$ cat config.mk
export PLATFORM = sky130hd
export DESIGN_NAME = pipelined_cla_adder_flat
export DESIGN_NICKNAME = d
export VERILOG_FILES = /design/src/rtl/cla_pkg.sv /design/src/rtl/pipelined_cla_adder_if.sv /design/src/rtl/cla_group.sv /design/src/rtl/pipelined_cla_adder.sv /design/src/flat_wrapper.sv
export SDC_FILE = /design/constraint.sdc
export NUM_CORES = 1
export LEC_CHECK = 0
export BUFFER_PORTS_ARGS = -buffer_cell sky130_fd_sc_hd__buf_2
export CAP_MARGIN = 0
export CORE_MARGIN = 2
export CORE_UTILIZATION = 25
export CTS_CLUSTER_SIZE = 40
export DETAILED_ROUTE_END_ITERATION = 10
export SETUP_SLACK_MARGIN = 0.5
export SLEW_MARGIN = 20
export SYNTH_ARGS = -nofsm -noshare
export SYNTH_HDL_FRONTEND = slang
export SYNTH_SLANG_ARGS = --single-unit
$ cat constraint.sdc
create_clock -name clk -period 1.8 [get_ports clk]
set_input_delay 0.18 -clock clk [delete_from_list [all_inputs] [get_ports clk]]
set_output_delay 0.18 -clock clk [all_outputs]
set_load 0.05 [all_outputs]
$ cat src/rtl/cla_pkg.sv
// cla_pkg: shared constants and parameter helpers for the pipelined lookahead adder
package cla_pkg;
    localparam int GROUP_DEF = 4;

    function automatic int ng(input int width, input int group);
        return width / group;
    endfunction

    function automatic bit param_ok(input int width, input int group);
        return group > 0 && width >= group && width % group == 0;
    endfunction
endpackage

$ cat src/rtl/pipelined_cla_adder_if.sv
// pipelined_cla_adder_if: operand and result valid/ready streams of the adder
interface pipelined_cla_adder_if #(parameter int WIDTH = 16);
    logic             in_valid;
    logic             in_ready;
    logic [WIDTH-1:0] in_a;
    logic [WIDTH-1:0] in_b;
    logic             in_cin;
    logic             in_sub;
    logic             out_valid;
    logic             out_ready;
    logic [WIDTH-1:0] out_sum;
    logic             out_cout;
    logic             out_ovf;

    modport master (
        output in_valid, in_a, in_b, in_cin, in_sub, out_ready,
        input  in_ready, out_valid, out_sum, out_cout, out_ovf
    );

    modport slave (
        input  in_valid, in_a, in_b, in_cin, in_sub, out_ready,
        output in_ready, out_valid, out_sum, out_cout, out_ovf
    );
endinterface

$ cat src/rtl/cla_group.sv
// cla_group: one lookahead group, every carry a flat sum of products of bit g/p
module cla_group
    import cla_pkg::*;
#(
    parameter int GROUP = GROUP_DEF
) (
    input  logic [GROUP-1:0] a,
    input  logic [GROUP-1:0] b,
    input  logic             cin,
    output logic [GROUP-1:0] s,
    output logic             cout,
    output logic             p_grp,
    output logic             g_grp,
    output logic             c_msb
);
    logic [GROUP-1:0] p, g;
    logic [GROUP:0]   c, gen, prop;

    assign p = a ^ b;
    assign g = a & b;

    // gen[i]: carry into bit i generated inside the group; prop[i]: cin reaches bit i
    always_comb begin
        logic t;
        gen  = '0;
        prop = '0;
        t    = 1'b0;
        for (int i = 0; i <= GROUP; i++) begin
            prop[i] = 1'b1;
            for (int j = 0; j < i; j++) prop[i] = prop[i] & p[j];
            for (int j = 0; j < i; j++) begin
                t = g[j];
                for (int m = j + 1; m < i; m++) t = t & p[m];
                gen[i] = gen[i] | t;
            end
        end
    end

    assign c     = gen | (prop & {(GROUP+1){cin}});
    assign s     = p ^ c[GROUP-1:0];
    assign cout  = c[GROUP];
    assign c_msb = c[GROUP-1];
    assign p_grp = prop[GROUP];
    assign g_grp = gen[GROUP];
endmodule

$ cat src/rtl/pipelined_cla_adder.sv
// pipelined_cla_adder: add/subtract one lookahead group per stage with a registered group carry
module pipelined_cla_adder
    import cla_pkg::*;
#(
    parameter int WIDTH = 16,
    parameter int GROUP = GROUP_DEF
) (
    input logic                 clk,
    input logic                 rst_n,
    pipelined_cla_adder_if.slave bus
);
    localparam int NG = ng(WIDTH, GROUP);

    if (!param_ok(WIDTH, GROUP)) begin : bad_params
        $error("pipelined_cla_adder: WIDTH must be a positive multiple of GROUP");
    end

    logic             adv, take, c0;
    logic [WIDTH-1:0] b0;

    assign adv          = !bus.out_valid || bus.out_ready;
    assign bus.in_ready = adv;
    assign take         = bus.in_valid && adv;
    assign b0           = bus.in_sub ? ~bus.in_b : bus.in_b;
    assign c0           = bus.in_cin ^ bus.in_sub;

    for (genvar k = 0; k < NG; k++) begin : st
        localparam int L = WIDTH - k*GROUP;
        logic [L-1:0]           pa, pb;
        logic                   ci, vi, gc, gm, gp, gg;
        logic [GROUP-1:0]       gs;
        logic [(k+1)*GROUP-1:0] sn;
        if (k == 0) begin : src
            assign pa = bus.in_a;
            assign pb = b0;
            assign ci = c0;
            assign vi = take;
            assign sn = gs;
        end else begin : src
            assign pa = rg[k-1].a;
            assign pb = rg[k-1].b;
            assign ci = rg[k-1].c;
            assign vi = rg[k-1].v;
            assign sn = {gs, rg[k-1].s};
        end
        cla_group #(.GROUP(GROUP)) u_grp (
            .a(pa[GROUP-1:0]), .b(pb[GROUP-1:0]), .cin(ci),
            .s(gs), .cout(gc), .p_grp(gp), .g_grp(gg), .c_msb(gm)
        );
        // group carry must agree with both the group P/G form and the MSB carry
        always_comb assert (gc == (gg | (gp & ci)) &&
                            gc == ((pa[GROUP-1] & pb[GROUP-1]) | ((pa[GROUP-1] ^ pb[GROUP-1]) & gm)));
    end

    for (genvar k = 0; k < NG-1; k++) begin : rg
        localparam int L = WIDTH - (k+1)*GROUP;
        logic                   v, c;
        logic [(k+1)*GROUP-1:0] s;
        logic [L-1:0]           a, b;
        // stage k: finished low sum, pending high operands and carry, shifted as one
        always_ff @(posedge clk or negedge rst_n)
            if (!rst_n) begin
                v <= 1'b0;
                c <= 1'b0;
                s <= '0;
                a <= '0;
                b <= '0;
            end else if (adv) begin
                v <= st[k].vi;
                c <= st[k].gc;
                s <= st[k].sn;
                a <= st[k].pa[WIDTH-k*GROUP-1:GROUP];
                b <= st[k].pb[WIDTH-k*GROUP-1:GROUP];
            end
    end

    // last stage: full result plus carry-out and overflow from the top group
    always_ff @(posedge clk or negedge rst_n)
        if (!rst_n) begin
            bus.out_valid <= 1'b0;
            bus.out_sum   <= '0;
            bus.out_cout  <= 1'b0;
            bus.out_ovf   <= 1'b0;
        end else if (adv) begin
            bus.out_valid <= st[NG-1].vi;
            bus.out_sum   <= st[NG-1].sn;
            bus.out_cout  <= st[NG-1].gc;
            bus.out_ovf   <= st[NG-1].gc ^ st[NG-1].gm;
        end
endmodule
$ cat src/flat_wrapper.sv
// flat-port wrapper written by rule: the top's interface ports become plain ports
module pipelined_cla_adder_flat import cla_pkg::*;
#(
    parameter int WIDTH = 16,
    parameter int GROUP = GROUP_DEF
)
  (clk, rst_n, bus_in_valid, bus_in_a, bus_in_b, bus_in_cin, bus_in_sub, bus_out_ready, bus_in_ready, bus_out_valid, bus_out_sum, bus_out_cout, bus_out_ovf);
  pipelined_cla_adder_if #(.WIDTH(WIDTH)) bus_i ();
  input logic clk;
  input logic rst_n;
  input wire logic [$bits(bus_i.in_valid)-1:0] bus_in_valid;
  input wire logic [$bits(bus_i.in_a)-1:0] bus_in_a;
  input wire logic [$bits(bus_i.in_b)-1:0] bus_in_b;
  input wire logic [$bits(bus_i.in_cin)-1:0] bus_in_cin;
  input wire logic [$bits(bus_i.in_sub)-1:0] bus_in_sub;
  input wire logic [$bits(bus_i.out_ready)-1:0] bus_out_ready;
  output wire logic [$bits(bus_i.in_ready)-1:0] bus_in_ready;
  output wire logic [$bits(bus_i.out_valid)-1:0] bus_out_valid;
  output wire logic [$bits(bus_i.out_sum)-1:0] bus_out_sum;
  output wire logic [$bits(bus_i.out_cout)-1:0] bus_out_cout;
  output wire logic [$bits(bus_i.out_ovf)-1:0] bus_out_ovf;
  assign bus_i.in_valid = bus_in_valid;
  assign bus_i.in_a = bus_in_a;
  assign bus_i.in_b = bus_in_b;
  assign bus_i.in_cin = bus_in_cin;
  assign bus_i.in_sub = bus_in_sub;
  assign bus_i.out_ready = bus_out_ready;
  assign bus_in_ready = bus_i.in_ready;
  assign bus_out_valid = bus_i.out_valid;
  assign bus_out_sum = bus_i.out_sum;
  assign bus_out_cout = bus_i.out_cout;
  assign bus_out_ovf = bus_i.out_ovf;
  pipelined_cla_adder #(.WIDTH(WIDTH), .GROUP(GROUP)) u_core (.clk(clk), .rst_n(rst_n), .bus(bus_i));
endmodule
Word level (Yosys, flattened, before mapping) --
Cells that the tools add are included.
Storage, ports and cells: bits in registers 97, bits of input ports 38, logic and storage cells 106
Operators by class: mux-type cells 1, bitwise logic cells 83, reductions and logical operators 3
Operators by type and width (count):
- $and A1 B1 Y1 | 36
- $xor A4 B4 Y4 | 8
- $or A1 B1 Y1 | 24
- $and A5 B5 Y5 | 4
- $or A5 B5 Y5 | 4
- $and A4 B4 Y4 | 4
- $mux W16 | 1
- $not A16 Y16 | 1
- $xor A1 B1 Y1 | 2
- $logic_and A1 B1 Y1 | 1
- $logic_not A1 Y1 | 1
- $logic_or A1 B1 Y1 | 1

Depth between registers and ports, before layout --
depth in word-level cells 11, gate-level depth with buffers 8, mapped depth without buffers 6

Hierarchy --
A second synthesis with hierarchy kept.
Unflattened totals: cell total of the unflattened synthesis 322, area total of the unflattened synthesis 4579.4 um^2
By module, submodules not included:
- pipelined_cla_adder | instances 1, cells an instance 226, area an instance 3846.2 um^2, sequential area each 2427.3 um^2
- cla_group (u_core.st[2].u_grp ...) | instances 2, cells an instance 24, area an instance 185.2 um^2, sequential area each 0.0 um^2
- cla_group (u_core.st[0].u_grp ...) | instances 2, cells an instance 24, area an instance 181.4 um^2, sequential area each 0.0 um^2

Least setup slack after synthesis --
Ideal clock, no wire load.
kind input-to-reg, from in bus_in_sub, to reg u_core.rg[0].s[3], data arrival time 1665 ps, data required time 1708 ps, path slack 43 ps, stages 8, path buffers 2, cell sequence buf_6 buf_4 xor2_1 ha_1 a21oi_1 o22ai_2 o21a_1 o31ai_2
Between the ends: word-level cells in the longest chain between the ends 8, elaborated cells on any way between the ends 14
RTL lines:
- start, declared | RTL line flat_wrapper.sv:15 | input wire logic [$bits(bus_i.in_sub)-1:0] bus_in_sub;
- $mux W16 | RTL line pipelined_cla_adder.sv:24 | assign b0 = bus.in_sub ? ~bus.in_b : bus.in_b;
- $and A4 B4 Y4 / $xor A4 B4 Y4 (equally long branches) | RTL line cla_group.sv:20, cla_group.sv:19
- $and A1 B1 Y1 (2 in a row) | RTL line cla_group.sv:33 | for (int m = j + 1; m < i; m++) t = t & p[m];
- $or A1 B1 Y1 (2 in a row) | RTL line cla_group.sv:34 | gen[i] = gen[i] | t;
- $or A5 B5 Y5 | RTL line cla_group.sv:39 | assign c = gen | (prop & {(GROUP+1){cin}});
- $xor A4 B4 Y4 (*) | RTL line cla_group.sv:40 | assign s = p ^ c[GROUP-1:0];
- end signal, assigned | RTL line pipelined_cla_adder.sv:71 | s <= st[k].sn;
- end, declared | RTL line pipelined_cla_adder.sv:58 | logic [(k+1)*GROUP-1:0] s;
Every way passes the cells marked *; elsewhere a longest branch is shown, timed or not. A chain may end at the register's enable or synchronous reset.

Worst setup path after layout --
from reg u_core.rg[2].b[0], to reg u_core.bus.out_ovf
Between the ends: word-level cells in the longest chain between the ends 9, elaborated cells on any way between the ends 16
RTL lines:
- start, declared | RTL line pipelined_cla_adder.sv:59 | logic [L-1:0] a, b;
- start signal, assigned | RTL line pipelined_cla_adder.sv:73 | b <= st[k].pb[WIDTH-k*GROUP-1:GROUP];
- $and A4 B4 Y4 | RTL line cla_group.sv:20 | assign g = a & b;
- $and A1 B1 Y1 (3 in a row) | RTL line cla_group.sv:33
- $or A1 B1 Y1 (3 in a row) | RTL line cla_group.sv:34
- $or A5 B5 Y5 (*) | RTL line cla_group.sv:39
- $xor A1 B1 Y1 (*) | RTL line pipelined_cla_adder.sv:88 | bus.out_ovf <= st[NG-1].gc ^ st[NG-1].gm;
- end signal, assigned | RTL line pipelined_cla_adder.sv:88
- end, declared | RTL line pipelined_cla_adder_if.sv:22 | output in_ready, out_valid, out_sum, out_cout, out_ovf
Marked as above.

==> impl_metrics.toml <==
[run_status]
status = "completed"

[power_and_ir_drop]
switching_share_pct = 40.9
irDropWorstVdd_mv = 0.622
pwr-share-seq_pct = 37.8
p_clk_share_pct = 17.7
p_comb_share_pct = 44.5
p_leak_nw = 2.66
p_int_mw = 5.86
power_mw = 9.91
switchingPower_mw = 4.05
power.density_nw_per_um2 = 1810

[final_layout]
fin_area_sq_um = 5490
multiInputGateArea_sq_um = 1900
ff_latch_area_sq_um = 2430
final_cell_mix = "197 x nand2_1, 96 x dfrtp_1, 55 x buf_2, 19 x o21ai_0, 16 x a21oi_1"
insertedDiodeCount = 0
nFillCells = 1802
drive_above_1_share_pct = 23.2
nNetsFinal = 579
final_common_cell = "nand2_1"
syn2layout_area_growth_pct = 27.3
utilization_pct = 32.2

[detailed_routing]
dr_wl_met3_um = 363
vias = 3049
top_layer_used = "met4"
vias_per_cell = 4.06
first_iter_violations = 186
first_pass_iters = 4
ant_nets = 0
wl_per_cell_um = 12.1
wl_met2_um = 3820
drc = 0
drt_wl_total_um = 9110
drt-met1-wl_um = 4770

[run]
drv_cap = 0

[clock_tree]
root_buffer = "clkbuf_16"
cts_htree_levels = 3
path_clk_slew_ns = 0.07
insertion_delay_ns = 0.34
clockBufferDepth = 2
cts_made_buffers = 9
cts_tree = "yes"
cts_num_sinks = 97

[sta]
clock.fmax_mhz = 705
fin_crit_sh_pct = 78.8
worstMarginPinSlew_ns = 0.413
rsz0062_at_grt = "yes"
finalHoldViolCount = 0
drv_slew = 0
min_period_ns = 1.42
slew_headroom_pct = 72.5
setup_ws_ns = 0.382
setup_tns_ns = 0
finalSetupViolCount = 0
skew_ns = 0.00814

[placement]
port-buffer-count = 57
routabilityCongestion = 0.721
dp_hpwl_um = 5890
placed_cell_area_sq_um = 4930
place_ws_ns = 0.185

[worst_setup_path]
end_kind = "flip-flop"
cp.arrival_ns = 1.65
criticalPathCategory = "reg2reg"
r2r_cells = 5
crit_required_ns = 2.03
critPathMaxFanout = 3
cp-start-kind = "flip-flop"

[global_route]
antenna_found_initial = 0
grt_max_degree = 92
grt_pass1_wl_um = 14400
gr-total-overflow = 0
gr-usage-all-layers_pct = 9.86
grt_pass1_vias = 2980

[die]
pin_count = 58
rows = 48
chipWidth_um = 135
start_util_pct = 25.3
core_area_sq_um = 17100
dieArea_sq_um = 18300
die_y_um = 135

[yosys]
synthArstFlopShare_pct = 100
synth_compound_gate_area_share_pct = 8.91
synth_seq_cells = 97
synthMuxAreaShare_pct = 0.232
synth_ff_type = "dfrtp_1"
synthSimpleGateAreaFrac_pct = 19.0
syn-instance-count = 458
synth-xor-area-share_pct = 5.31
synth.distinct_cells = 29
syn_avg_cell_area_sq_um = 9.41
synth_nets = 516
yosysWarnings = 0
synth_top_family_by_area = "simple AND/OR/NAND/NOR gates"
synth_fa_ha_area_share_pct = 6.50
yosysSeqAreaShare_pct = 56.3
synth_edf_count = 0
netlist_area_sq_um = 4310

[worst_hold_path]
min_path_type = "in2reg"
min_path_cells = 3
-- metal layers --
layer | vias up | global-route usage, %
met3 | 9 | 2.84
met2 | 48 | 13.8
met4 | 0 | 4.51
li1 | 1583 | -
met1 | 1409 | 14.0
met5 | - | 0
-- what timing repair did --
item,in CTS,in global routing
buffers inserted,0,4
endpoints found under the setup margin,13,15
resized for setup,10,23
pin swaps,4,11
cloned,0,4
hold buffers,1,0
hold endpoints to repair,28,0
-- cells by family (layout without fill, tap and decap cells) --
logic type / Yosys count / count (layout)
simple gates: 216 / 216
buf+inv: 36 / 104
fa+ha+maj: 20 / 20
compound gates: 64 / 64
mux: 1 / 1
flops: 97 / 97
xor+xnor: 24 / 24
-- cell usage after synthesis, drive strengths merged, types with 3 or more instances --
master	count	area share, %
dfrtp	97	56
xnor2	15	3.5
a21oi	17	2.0
o21bai	3	0.52
o211ai	3	0.52
buf	15	1.9
ha	16	4.6
xor2	9	1.8
inv	13	1.1
nor2	15	1.3
o21ai	26	3.0
fa	4	1.9
a211oi	8	1.4
a21o	3	0.52
nand2	197	17
clkbuf	8	0.70
-- final cells by class --
| class | count | share of cell area, % |
|---|---|---|
| clock buffers | 9 | 4.10 |
| clock inverters | 7 | 0.866 |
| inverters | 13 | 0.980 |
| multi-input cells | 325 | 34.7 |
| flip-flops and latches | 97 | 44.3 |
| well taps | 225 | 5.13 |
| repair buffers | 75 | 10.0 |
-- final timing paths --
path                                                     from                             end  slack [ns]
worst min-delay path                             bus_in_a[13]   u_core.rg[0].a[9]$_DFFE_PN0N_        0.03
worst max-delay path            u_core.rg[2].b[0]$_DFFE_PN0N_  u_core.bus.out_ovf$_DFFE_PN0N_        0.38
max in group asynchronous                               rst_n      u_core.rg[0].c$_DFFE_PN0N_        0.95
worst min register to register     u_core.rg[2].v$_DFFE_PN0N_      u_core.rg[2].v$_DFFE_PN0N_        0.46
worst max register to register  u_core.rg[2].b[0]$_DFFE_PN0N_  u_core.bus.out_ovf$_DFFE_PN0N_        0.38
min in group asynchronous                               rst_n   u_core.rg[0].a[9]$_DFFE_PN0N_        0.31
-- state kept, by name (all words and copies together) (netlist names) --
name	cells
u_core.rg.a	24
u_core.rg.b	24
u_core.rg.s	24
u_core.bus.out_sum	16
u_core.rg.c	3
u_core.rg.v	3
u_core.bus.out_cout	1
u_core.bus.out_ovf	1
u_core.bus.out_valid	1
-- power by group through the flow --
stage / Sequential, mW / Combinational [mW] / Clock [mW]
floorplan: 4.37 / 2.32 / 0
global placement: 3.69 / 3.82 / 0
global route: 3.87 / 4.93 / 1.90
finish: 3.74 / 4.41 / 1.76
detailed placement: 3.73 / 3.88 / 0
CTS: 3.73 / 4.05 / 1.82
-- critical path, cell delays in order, from the launching register on --
cell and delay, ns:
dfrtp_1 0.41, ha_4 0.26, a211oi_4 0.26, o21bai_2 0.14, mux2i_1 0.16, a21oi_1 0.08
-- through the flow --
stage / hold WS, ns / instances
after detailed placement: 0.144 / 726
after floorplan: -0.116 / 458
after global routing: 0.0250 / 751
after CTS: 0.0193 / 743
final: 0.0277 / 751
after global placement: 0.153 / 726
No activity file was read; power rests on OpenSTA's default activity.
